**src/rtl/fpga_rst_seq.sv**
```systemverilog
// Reset sequencer behind the FPGA PLL: synchronises lock, releases poreset_n then hreset_n,
// and stretches system-reset requests. Optional lock-loss monitor: FPGA_RST_LOCKMON_EN.
module fpga_rst_seq #(
  parameter int unsigned LOCK_CYCLES  = 1024,
  parameter int unsigned PORST_GAP    = 16,
  parameter int unsigned SWRST_CYCLES = 64
) (
  input  logic       fclk,
  input  logic       reset_n,
  input  logic [1:0] pll_locked,
  input  logic       sys_reset_req,
  output logic       poreset_n,
  output logic       hreset_n,
  output logic       lock_lost,
  output logic [2:0] rst_state
);

  typedef enum logic [2:0] {
    WAIT_LOCK   = 3'd0,
    LOCK_STABLE = 3'd1,
    POR_REL     = 3'd2,
    RUN         = 3'd3,
    SYS_RST     = 3'd4
  } state_t;

  localparam logic [15:0] LOCK_LAST  = 16'(LOCK_CYCLES - 32'd1);
  localparam logic [15:0] GAP_LAST   = 16'(PORST_GAP - 32'd1);
  localparam logic [15:0] SWRST_LAST = 16'(SWRST_CYCLES - 32'd1);

  logic [1:0]  sync1_r;
  logic [1:0]  sync2_r;
  logic        locked_sync_s;
  logic        lock_drop_s;
  state_t      state_r;
  state_t      state_nxt_s;
  logic [15:0] cnt_r;
  logic [15:0] cnt_nxt_s;
  logic        por_nxt_s;
  logic        hrst_nxt_s;
  logic        lost_nxt_s;

  // Two-flop synchroniser per lock bit
  always_ff @(posedge fclk or negedge reset_n) begin
    if (!reset_n) begin
      sync1_r <= 2'b00;
      sync2_r <= 2'b00;
    end else begin
      sync1_r <= pll_locked;
      sync2_r <= sync1_r;
    end
  end

  assign locked_sync_s = &sync2_r;

`ifdef FPGA_RST_LOCKMON_EN
  assign lock_drop_s = ~locked_sync_s;
`else
  assign lock_drop_s = 1'b0;
`endif

  // Next state, shared counter and next output values
  always_comb begin
    state_nxt_s = state_r;
    cnt_nxt_s   = cnt_r;
    por_nxt_s   = poreset_n;
    hrst_nxt_s  = hreset_n;
    lost_nxt_s  = lock_lost;
    case (state_r)
      WAIT_LOCK: begin
        cnt_nxt_s  = 16'd0;
        por_nxt_s  = 1'b0;
        hrst_nxt_s = 1'b0;
        if (locked_sync_s) begin
          state_nxt_s = LOCK_STABLE;
        end else begin
          state_nxt_s = WAIT_LOCK;
        end
      end
      LOCK_STABLE: begin
        if (!locked_sync_s) begin
          state_nxt_s = WAIT_LOCK;
          cnt_nxt_s   = 16'd0;
        end else if (cnt_r == LOCK_LAST) begin
          state_nxt_s = POR_REL;
          cnt_nxt_s   = 16'd0;
          por_nxt_s   = 1'b1;
        end else begin
          cnt_nxt_s = cnt_r + 16'd1;
        end
      end
      POR_REL: begin
        if (lock_drop_s) begin
          state_nxt_s = WAIT_LOCK;
          cnt_nxt_s   = 16'd0;
          por_nxt_s   = 1'b0;
          hrst_nxt_s  = 1'b0;
          lost_nxt_s  = 1'b1;
        end else if (cnt_r == GAP_LAST) begin
          state_nxt_s = RUN;
          cnt_nxt_s   = 16'd0;
          hrst_nxt_s  = 1'b1;
        end else begin
          cnt_nxt_s = cnt_r + 16'd1;
        end
      end
      RUN: begin
        cnt_nxt_s = 16'd0;
        if (lock_drop_s) begin
          state_nxt_s = WAIT_LOCK;
          por_nxt_s   = 1'b0;
          hrst_nxt_s  = 1'b0;
          lost_nxt_s  = 1'b1;
        end else if (sys_reset_req) begin
          state_nxt_s = SYS_RST;
          hrst_nxt_s  = 1'b0;
        end else begin
          state_nxt_s = RUN;
        end
      end
      SYS_RST: begin
        // Counter saturates so a long request is simply waited out
        if (lock_drop_s) begin
          state_nxt_s = WAIT_LOCK;
          cnt_nxt_s   = 16'd0;
          por_nxt_s   = 1'b0;
          hrst_nxt_s  = 1'b0;
          lost_nxt_s  = 1'b1;
        end else if ((cnt_r == SWRST_LAST) && !sys_reset_req) begin
          state_nxt_s = RUN;
          cnt_nxt_s   = 16'd0;
          hrst_nxt_s  = 1'b1;
        end else if (cnt_r != SWRST_LAST) begin
          cnt_nxt_s = cnt_r + 16'd1;
        end else begin
          cnt_nxt_s = cnt_r;
        end
      end
      default: begin
        state_nxt_s = WAIT_LOCK;
        cnt_nxt_s   = 16'd0;
        por_nxt_s   = 1'b0;
        hrst_nxt_s  = 1'b0;
      end
    endcase
  end

  // State, counter and registered outputs
  always_ff @(posedge fclk or negedge reset_n) begin
    if (!reset_n) begin
      state_r   <= WAIT_LOCK;
      cnt_r     <= 16'd0;
      poreset_n <= 1'b0;
      hreset_n  <= 1'b0;
      lock_lost <= 1'b0;
    end else begin
      state_r   <= state_nxt_s;
      cnt_r     <= cnt_nxt_s;
      poreset_n <= por_nxt_s;
      hreset_n  <= hrst_nxt_s;
      lock_lost <= lost_nxt_s;
    end
  end

  assign rst_state = state_r;

endmodule

```
**config.mk**
```make
export PLATFORM = sky130hd
export DESIGN_NAME = fpga_rst_seq
export DESIGN_NICKNAME = d
export VERILOG_FILES = /design/src/rtl/fpga_rst_seq.sv
export SDC_FILE = /design/constraint.sdc
export NUM_CORES = 1
export LEC_CHECK = 0
export ABC_AREA = 1
export BUFFER_PORTS_ARGS = -buffer_cell sky130_fd_sc_hd__buf_2
export CORE_UTILIZATION = 53
export DETAILED_ROUTE_END_ITERATION = 8
export GPL_TIMING_DRIVEN = 0
export PLACE_DENSITY = 0.83
export SYNTH_ARGS = -nofsm -noshare
export SYNTH_HDL_FRONTEND = slang
export SYNTH_SLANG_ARGS = --single-unit
```
**constraint.sdc**
```tcl
create_clock -name fclk -period 1.4 [get_ports fclk]
set_input_delay 0.07 -clock fclk [delete_from_list [all_inputs] [get_ports fclk]]
set_output_delay 0.07 -clock fclk [all_outputs]
set_load 0.02 [all_outputs]
```
==> results.md, run 1 <==
- Post-synth cell types: 30
- Vias per inst: 5.62
- Final worst-path cycle share: 1.15
- Net Count, Synth: between 150 and 200
- Sw Pwr: 1.01 mW
- HP Class: input pin to register
- Post-synthesis instance total: 191
- H-tree depth: 1
- Starting Density: 0.553
- Startpoint Class: register
- Ant diodes: 0
- First-pass GRT wire length: slightly below 6000 um
- CTS sink count: 25
- Crit path DAT: 1.84 ns
- Slew margin rel.: 0.635
- Die X: around 55 um
- Maximum Capacitance Violations: 0
- Status: finished, violations left
- Worst path max stage delay: 0.45 ns
- P_int: 1.26 mW
- Pwr Density: ~1200 nW/um^2
- WL final: 3780 um
- Layout area overhead: 29.1%
- Initial antenna violation count: 0
- Setup Skew: ~0.0043 ns
- Fmax: slightly above 600 MHz
- Critical path class: register to register
- Worst reg2reg endpoint: cnt_r[7]
- Skew-Pair Late Insertion Delay: 0.32 ns
- Peak supply drop: about 1.3 mV
- Flop pwr share: 0.399
- Core area: between 2000 and 3000 um^2
- Synth warn: 0
- Fin worst setup slack: -0.216 ns
- Sw Ratio: 0.443
- Reg2reg start: cnt_r[11]
- Vias in the first global route: ~1,400
- Hpwl dp: around 2300 um
- Yosys top cell by area: dfrtp_1
- FF+latch count, synth: 25
- Nets@finish: around 240
- Crit path launch: cnt_r[11]
- Mean area per synthesized cell: slightly below 8 um^2
- CTS tree: built
- Die ar.: about 3100 um^2
- FP Rows: 19
- Number of synthesized flops with an enable pin: 0
- Fin util: 0.714
- Crit-path max FO: 7
- Tot GR Track Use: 0.246
- Final Hold Viols: 0
- Worst Reg-to-Reg Cells: 8
- Endpoints failing setup: 21
- Async SR Flop Fraction: 1.00
- Clock buffer depth: 2
- Commonest non-fill, non-tap cell in the layout: nand2_1
- Top_reg_cell synth: dfrtp_1
- Share of layout cells above drive strength 1: 0.384
- Worst setup path endpoint: cnt_r[7]
- R2r setup slk: -0.22 ns
- Ports: 11
- Gate power share: 0.458
- Fill count: roughly 190
- Slew Viols, Final: 0
- Actual slew at the worst max-slew pin: around 0.55 ns
- ANT nets after route: 0
- Most frequent cells in the layout: 38 x nand2_1, 24 x buf_4, 22 x nor2_1
- Top cells by area, synth: dfrtp_1 41%, nand2_1 9.9%, nor2_1 7.2%
- Total grt overflow: 0
- Cts bufs inserted: 3
- Required @ worst endpoint: 1.62 ns
- Seq/Total Area, Yosys: 0.414
- CP Buf/Inv Count: 1
- Failing checks: negative setup slack
- Root Buffer: clkbuf_4
- Mapped Area: between 1500 and 2000 um^2
- DIE HEIGHT: 55.4 um
- CP Capture Type: register
- Vias: approximately 1,500
- CP top delay family: simple AND/OR/NAND/NOR gates
- Critical Path, Cell by Cell: nor2_2 > nand2_1 > nor2_4 > nand3_2 > nand2_2 > nand3_4 > inv_4 > nor2_1
- IO buf count: 9
- Gpl congestion: around 0.9
- Crit path depth: 8
- Clk pwr share: 0.142
- Dpl ws: -0.200 ns
- Leakage: 0.910 nW
- RSZ-0062 raised after global routing: yes
- CP max stage cell: dfrtp_1
- Min Tclk post-route: 1.62 ns
- Drt first-iter violations: 55
- Pin count of the biggest net entering global routing: 26
- Hold slack: between 0.1 and 0.15 ns
- Top-area cell type share of the netlist area: 0.414
- Avg WL per Cell: around 14 um
- Clock Pin Slew Worst Setup and Hold Paths: about 0.14 ns
- DRC violations left: 0
- DR pass1 iterations: 4
[what timing repair did]
| action | in CTS | in global routing |
|---|---|---|
| pin swaps | 11 | 7 |
| endpoints found under the hold margin | 27 | 0 |
| setup buffers | 18 | 6 |
| gates resized for setup | 19 | 13 |
| setup endpoints to repair | 20 | 21 |
| gates cloned | 1 | 0 |
| hold buffers | 3 | 0 |
[state kept, by name, summed over array words and instances, names as in the netlist]
register / count
sync2_r: 2
hreset_n: 1
cnt_r: 16
rst_state: 3
poreset_n: 1
sync1_r: 2
[through the flow]
step | instances | power, mW | setup TNS [ns] | area (um^2)
floorplan | 191 | 1.55 | 0 | 1520
global placement | 231 | 1.75 | -2.20 | 1610
detailed placement | 231 | 1.78 | -2.93 | 1610
CTS | 257 | 2.21 | -1.79 | 1870
global route | 263 | 2.42 | -4.82 | 1950
finish | 263 | 2.27 | -3.09 | 1950
[worst min-delay path by stage]
stage	startpoint	cells past startpoint	endpoint	slack (ns)
floorplan	reset_n	0	cnt_r[0]	-0.23
global placement	reset_n	1	sync2_r[1]	0.08
detailed placement	reset_n	1	sync2_r[1]	0.09
CTS	sys_reset_req	4	cnt_r[0]	0.10
global route	sys_reset_req	4	cnt_r[0]	0.13
finish	sys_reset_req	4	cnt_r[0]	0.12
[routing by layer]
metal	part of all wire	up-vias	track usage
li1	-	707	-
met1	0.41	713	0.309
met2	0.53	48	0.423
met3	0.038	10	0.0539
met4	0.018	0	0.0714
met5	0	-	0
[synth_stat cells (3+ instances only)]
cell type,count
nand2_1,40
nor2_1,29
dfrtp_1,25
nand3_1,21
inv_1,19
nand4_1,7
nor3_1,5
nand2_2,4
nand3_2,4
o21ai_0,4
nor2_2,3
o21ai_2,3
xnor2_1,3
[tightest hold or removal path: stages]
cell and delay, ns:
buf_2 0.14, nand4_1 0.11, nand2_1 0.06, nand2_1 0.05
[cell families (layout without fill, tap and decap cells)]
family	count (synthesis)	in the layout	synth area share
other	1	1	0.00248
adder cells (fa/ha/maj)	1	1	0.00828
XOR/XNOR	5	5	0.0290
AO/OA/AOI/OAI	13	13	0.0555
AND/OR/NAND/NOR	123	123	0.428
flip-flops	25	25	0.414
buffers and inverters	23	64	0.0629
[cell type report]
cell class / instances / area [um^2] / area share
Timing Repair inverter: 1 / 6.26 / 0.00321
Multi-Input combinational cell: 143 / 893 / 0.458
Clock inverter: 1 / 5.00 / 0.00256
Clock buffer: 3 / 22.5 / 0.0115
Sequential cell: 25 / 632 / 0.324
Timing Repair Buffer: 36 / 259 / 0.133
Buffer: 1 / 7.51 / 0.00385
Tap cell: 31 / 38.8 / 0.0199
Inverter: 22 / 87.6 / 0.0449
[power groups by stage]
stage / Combinational, mW / Sequential (mW) / Clock (mW)
2_1_floorplan: 0.577 / 0.975 / 0
3_3_place_gp: 0.835 / 0.919 / 0
3_5_place_dp: 0.852 / 0.925 / 0
4_1_cts: 0.968 / 0.907 / 0.337
5_1_grt: 1.14 / 0.919 / 0.361
6_report: 1.04 / 0.907 / 0.323
(Power assumes the default switching activity.)
==> run 2, diff against run 1 <==
Settings changed: CORE_UTILIZATION 53 to 57, GPL_TIMING_DRIVEN 0 to not set, PLACE_DENSITY 0.83 to 0.85.
Clock period 1.4 ns to 1.7 ns, I/O delays scaled along.
==> run 2 against run 1 <==
The run now ends clean. Die area decreased by 6.8%. Clock power decreased by 12%. Sequential share of layout area increased by 5.0 points. Wire length decreased by 13%. Sequential power decreased by 18%. First-iteration DRC count decreased by 36%. Maximum frequency increased by 1.2%. Register-to-register slack improved by 0.32 ns. Count of clock-buffer cells in the layout unchanged. Critical endpoint is now cnt_r[6]. Critical path type unchanged. Largest power group is now registers. Setup slack improved by 0.32 ns. Total power decreased by 23%.
==> results.md, run 2 (same netlist as run 1, synthesis figures left out) <==
- IO buf count: 9 (unchanged)
- Initial antenna violation count: 0 (unchanged)
- Vias in the first global route: 1,285 (was 1,401)
- Commonest non-fill, non-tap cell in the layout: nand2_1 (unchanged)
- Worst path max stage delay: 0.42 ns (was 0.45 ns)
- Tot GR Track Use: 0.270 (was 0.246)
- Starting Density: 0.605 (was 0.553)
- Avg WL per Cell: 13.8 um (was 14.4 um)
- Most frequent cells in the layout: 40 x nand2_1, 28 x nor2_1, 25 x dfrtp_1 (was 38 x nand2_1, 24 x buf_4, 22 x nor2_1)
- Maximum Capacitance Violations: 0 (unchanged)
- Max reg flops: 16 (unchanged)
- Multi-input gate area: 803 um^2 (was 893 um^2)
- Most flop-heavy register: cnt_r (unchanged)
- Startpoint Class: register (unchanged)
- Fill count: 193 (unchanged)
- Vias per inst: 5.67 (was 5.62)
- Number of instances in the placed design: 229 (was 231)
- Clock Pin Slew Worst Setup and Hold Paths: 0.15 ns (was 0.14 ns)
- Endpoints failing setup: 0 (was 21)
- Vias: 1,349 (was 1,478)
- Actual slew at the worst max-slew pin: 0.550 ns (was 0.547 ns)
- Slew Viols, Final: 0 (unchanged)
- Critical path class: register to register (unchanged)
- Drt first-iter violations: 35 (was 55)
- Total grt overflow: 0 (unchanged)
- Ant diodes: 0 (unchanged)
- Leakage: 0.797 nW (was 0.910 nW)
- CP most frequent cell: nand3_4
- Layout area overhead: 10.8% (was 29.1%)
- DIE HEIGHT: 53.5 um (was 55.4 um)
- CTS sink count: 25 (unchanged)
- Hpwl dp: 2470 um (was 2300 um)
- Share of layout cells above drive strength 1: 0.207 (was 0.384)
- Crit-path max FO: 9 (was 7)
- First-pass GRT wire length: 5490 um (was 5950 um)
- Slew margin rel.: 0.634 (was 0.635)
- Final worst-path cycle share: 0.939 (was 1.15)
- Cts bufs inserted: 3 (unchanged)
- Clock buffer depth: 2 (unchanged)
- Core area: 2500 um^2 (was 2730 um^2)
- Status: complete, no violations (was finished, violations left)
- Critical Path, Cell by Cell: ha_2 > nand3_4 > nor2_2 > nand2_1 > nand3_2 > nand3_4 > inv_6 > nor2_1 (was nor2_2 > nand2_1 > nor2_4 > nand3_2 > nand2_2 > nand3_4 > inv_4 > nor2_1)
- Final total power: 1.76 mW (was 2.27 mW)
- CTS tree: built (unchanged)
- Required @ worst endpoint: 1.94 ns (was 1.62 ns)
- Gpl congestion: 0.977 (was 0.904)
- Crit path DAT: 1.84 ns (about the same)
- Non-filler cells, final: 238 (was 263)
- Min Tclk post-route: 1.60 ns (was 1.62 ns)
- Peak supply drop: 1.29 mV (was 1.26 mV)
- Die X: 53.5 um (was 55.4 um)
- CP Capture Type: register (unchanged)
- Pwr Density: 1050 nW/um^2 (was 1160 nW/um^2)
- Pin count of the biggest net entering global routing: 26 (unchanged)
- DR pass1 iterations: 4 (unchanged)
- WL final: 3290 um (was 3780 um)
- H-tree depth: 1 (unchanged)
- Reg area: 626 um^2 (was 632 um^2)
- ANT nets after route: 0 (unchanged)
- Dpl ws: 0.0781 ns (was -0.200 ns)
- Setup Skew: 0.00540 ns (was 0.00431 ns)
- DRC violations left: 0 (unchanged)
- CP max stage cell: dfrtp_1 (unchanged)
- Nets@finish: 215 (was 239)
- Fin worst setup slack: 0.103 ns (was -0.216 ns)
- Root Buffer: clkbuf_4 (unchanged)
- Ports: 11 (unchanged)
- Skew-Pair Late Insertion Delay: 0.33 ns (was 0.32 ns)
- Final Hold Viols: 0 (unchanged)
- Die ar.: 2860 um^2 (was 3070 um^2)
- Fmax: 626 MHz (was 619 MHz)
- HP Class: input pin to register (unchanged)
- FP Rows: 18 (was 19)
==> run 2: routing by layer <==
metal,track usage,share of wire
met1,0.355,0.45
met2,0.446,0.50
met3,0.0431,0.033
met4,0.0877,0.016
met5,0,0
==> run 2: final timing paths <==
path | slack [ns] | to | from | depth (start not counted)
hold / removal | 0.13 | cnt_r[0] | sys_reset_req | 4
setup reg to reg | 0.10 | cnt_r[6] | cnt_r[1] | 8
max in group asynchronous | 1.09 | cnt_r[8] | reset_n | 2
setup / recovery | 0.10 | cnt_r[6] | cnt_r[1] | 8
hold reg to reg | 0.37 | sync2_r[0] | sync1_r[0] | 0
min in group asynchronous | 0.25 | cnt_r[12] | reset_n | 2
==> run 2: per-stage QoR <==
step                      utilization  instance area, um^2  setup TNS (ns)  hold WS (ns)
after floorplan                     -                 1510               0        -0.211
after global placement          0.635                 1590               0        0.0962
after detailed placement        0.635                 1590               0         0.104
after CTS                       0.659                 1650               0         0.125
after global routing            0.670                 1670         -0.0355         0.142
final                           0.670                 1670               0         0.127
==> run 2: what timing repair did <==
action                                  CTS  global route
hold endpoints to repair                 27             0
hold buffers                              3             0
setup buffers                             0             2
gates resized for setup                   0             3
endpoints found under the setup margin    0            16
==> run 2: power breakdown <==
part           total [mW]  leakage [nW]  switching, mW  internal, mW
Clock               0.284        0.0139          0.194        0.0902
Sequential          0.745         0.333         0.0811         0.663
Combinational       0.730         0.450          0.490         0.240
==> run 2: worst max-delay path, delay by kind of cell, from the launching register on <==
family	cells	cell delay, ns
adder cells (fa/ha/maj)	1	0.24
flip-flops	1	0.42
AND/OR/NAND/NOR	6	0.71
buffers and inverters	1	0.12
==> run 2: layout make-up <==
| cell class | count | area share |
|---|---|---|
| clock buffer | 3 | 0.0135 |
| clock inverter | 1 | 0.00448 |
| inverter | 22 | 0.0523 |
| multi-input combinational | 143 | 0.480 |
| sequential | 25 | 0.374 |
| tap | 30 | 0.0224 |
| timing repair buffer | 14 | 0.0538 |
==> run 3, diff against run 2 <==
Settings changed: BUFFER_PORTS_ARGS -buffer_cell sky130_fd_sc_hd__buf_2 to not set, DONT_BUFFER_PORTS set to 1, GPL_TIMING_DRIVEN set to 0, PLACE_DENSITY 0.85 to 0.81.
==> run 3 against run 2 <==
Global-route usage fell by 3.6 points. Non-clock buffer count fell by 5. Sequential power rose by 7.7%. Cell area fell by 0.60%. Utilization fell by 0.40 points. Critical path depth did not move. Sequential cell count did not move. Register-to-register slack got worse by 0.03 ns. Count of clock-buffer cells in the layout did not move. Die area did not move. Critical path type unchanged. Largest power group unchanged.
==> results.md, run 3 (same netlist as run 1, synthesis figures left out) <==
- Status: complete, no violations (unchanged)
- Crit-path max FO: 9 (unchanged)
- CTS tree: built (unchanged)
- Fmax: 615 MHz (was 626 MHz)
- Clock Pin Slew Worst Setup and Hold Paths: 0.14 ns (was 0.15 ns)
- IO buf count: 0 (was 9)
- RSZ-0062 raised after global routing: yes
- Final worst-path cycle share: 0.956 (was 0.939)
- Required @ worst endpoint: 1.92 ns (was 1.94 ns)
- FP Rows: 18 (unchanged)
- Vias per inst: 5.63 (was 5.67)
- WL final: 3190 um (was 3290 um)
- CP Capture Type: register (unchanged)
- Cts bufs inserted: 3 (unchanged)
- Hold slack: 0.0248 ns (was 0.127 ns)
- Maximum Capacitance Violations: 0 (unchanged)
- Tot GR Track Use: 0.235 (was 0.270)
- Startpoint Class: register (unchanged)
- Endpoints failing setup: 0 (unchanged)
- Nets@finish: 210 (was 215)
- Pwr Density: 1040 nW/um^2 (was 1050 nW/um^2)
- Drt first-iter violations: 42 (was 35)
- Leakage: 0.773 nW (was 0.797 nW)
- Ant diodes: 0 (unchanged)
- Die ar.: 2860 um^2 (unchanged)
- Total grt overflow: 0 (unchanged)
- Avg WL per Cell: 13.7 um (was 13.8 um)
- Critical path class: register to register (unchanged)
- Reg area: 626 um^2 (unchanged)
- Dpl ws: 0.0570 ns (was 0.0781 ns)
- Share of layout cells above drive strength 1: 0.182 (was 0.207)
- Peak supply drop: 1.03 mV (was 1.29 mV)
- CTS sink count: 25 (unchanged)
- Slew Viols, Final: 0 (unchanged)
- Core area: 2500 um^2 (unchanged)
- Root Buffer: clkbuf_4 (unchanged)
- H-tree depth: 1 (unchanged)
- Min Tclk post-route: 1.63 ns (was 1.60 ns)
- DR pass1 iterations: 4 (unchanged)
- Worst Hold Launch: sys_reset_req (unchanged)
- Vias: 1,311 (was 1,349)
- Crit path launch: cnt_r[0] (was cnt_r[1])
- Commonest non-fill, non-tap cell in the layout: nand2_1 (unchanged)
- Fin worst setup slack: 0.0746 ns (was 0.103 ns)
- Initial antenna violation count: 0 (unchanged)
- Most frequent cells in the layout: 40 x nand2_1, 28 x nor2_1, 25 x dfrtp_1 (unchanged)
- Fin util: 0.666 (was 0.670)
- Fill count: 216 (was 193)
- DRC violations left: 0 (unchanged)
- Gpl congestion: 0.854 (was 0.977)
- Skew-Pair Late Insertion Delay: 0.32 ns (was 0.33 ns)
- Most flop-heavy register: cnt_r (unchanged)
- Max reg flops: 16 (unchanged)
- Hpwl dp: 2250 um (was 2470 um)
- Crit path DAT: 1.85 ns (was 1.84 ns)
- ANT nets after route: 0 (unchanged)
- Layout area overhead: 10.1% (was 10.8%)
- Clock buffer depth: 2 (unchanged)
- Setup Skew: 0.00632 ns (was 0.00540 ns)
- Final Hold Viols: 0 (unchanged)
- Die X: 53.5 um (unchanged)
- Vias in the first global route: 1,097 (was 1,285)
- Pin count of the biggest net entering global routing: 26 (unchanged)
- Setup TNS: 0 ns (unchanged)
- Ports: 11 (unchanged)
- First-pass GRT wire length: 4770 um (was 5490 um)
- Starting Density: 0.605 (unchanged)
- Multi-input gate area: 796 um^2 (was 803 um^2)
- DIE HEIGHT: 53.5 um (unchanged)
- Reg2reg start: cnt_r[0] (was cnt_r[1])
- HP Class: input pin to register (unchanged)
[run 3: changes by cell type in the layout (fill, tap and decap cells not counted), sizes merged]
cell	change
buf	-6
clkinv	+1
clkinvlp	-1
dlygate4sd3	+1
[run 3: final cells by class]
type | count | share of cell area
multi-input cells | 143 | 0.478
flip-flops and latches | 25 | 0.376
inverters | 22 | 0.0526
repair buffers | 8 | 0.0496
well taps | 30 | 0.0226
clock buffers | 3 | 0.0135
plain buffers | 1 | 0.00451
clock inverters | 1 | 0.00301
[run 3: per-stage QoR]
stage | area (um^2) | total power [mW] | std cells
floorplan | 1510 | 1.27 | 191
global placement | 1550 | 1.37 | 221
detailed placement | 1550 | 1.39 | 221
CTS | 1640 | 1.68 | 230
global route | 1660 | 1.83 | 233
finish | 1660 | 1.73 | 233
[run 3: routing by layer]
| metal | wire length [um] | global-route usage | share of wire |
|---|---|---|---|
| met2 | 1520 | 0.377 | 0.47 |
| met3 | 170 | 0.0402 | 0.053 |
| met4 | 57 | 0.101 | 0.018 |
| met5 | 0 | 0 | 0 |
| met1 | 1450 | 0.304 | 0.45 |
[run 3: worst paths after layout]
check | to | slack, ns | depth (start not counted)
setup reg to reg | cnt_r[8] | 0.07 | 8
setup / recovery | cnt_r[8] | 0.07 | 8
min in group asynchronous | cnt_r[13] | 0.17 | 2
hold / removal | cnt_r[1] | 0.02 | 3
max in group asynchronous | cnt_r[8] | 1.38 | 2
hold reg to reg | sync2_r[1] | 0.37 | 0
[run 3: critical path: stages, from the launching register on]
cell and delay [ns]:
dfrtp_1 0.42, ha_2 0.24, nand3_4 0.13, nor2_2 0.17
nand3_1 0.12, nand2_2 0.12, nand3_4 0.15, inv_6 0.13
nor2_1 0.06
[run 3: power by group]
part | switching (mW) | internal, mW
sequential | 0.140 | 0.662
combinational | 0.426 | 0.232
clock | 0.180 | 0.0882
[run 3: repair_timing]
item,4_1_cts,5_1_grt
endpoints found under the setup margin,0,16
buffers inserted,0,3
hold buffers,5,0
gates resized for setup,0,3
endpoints found under the hold margin,29,0
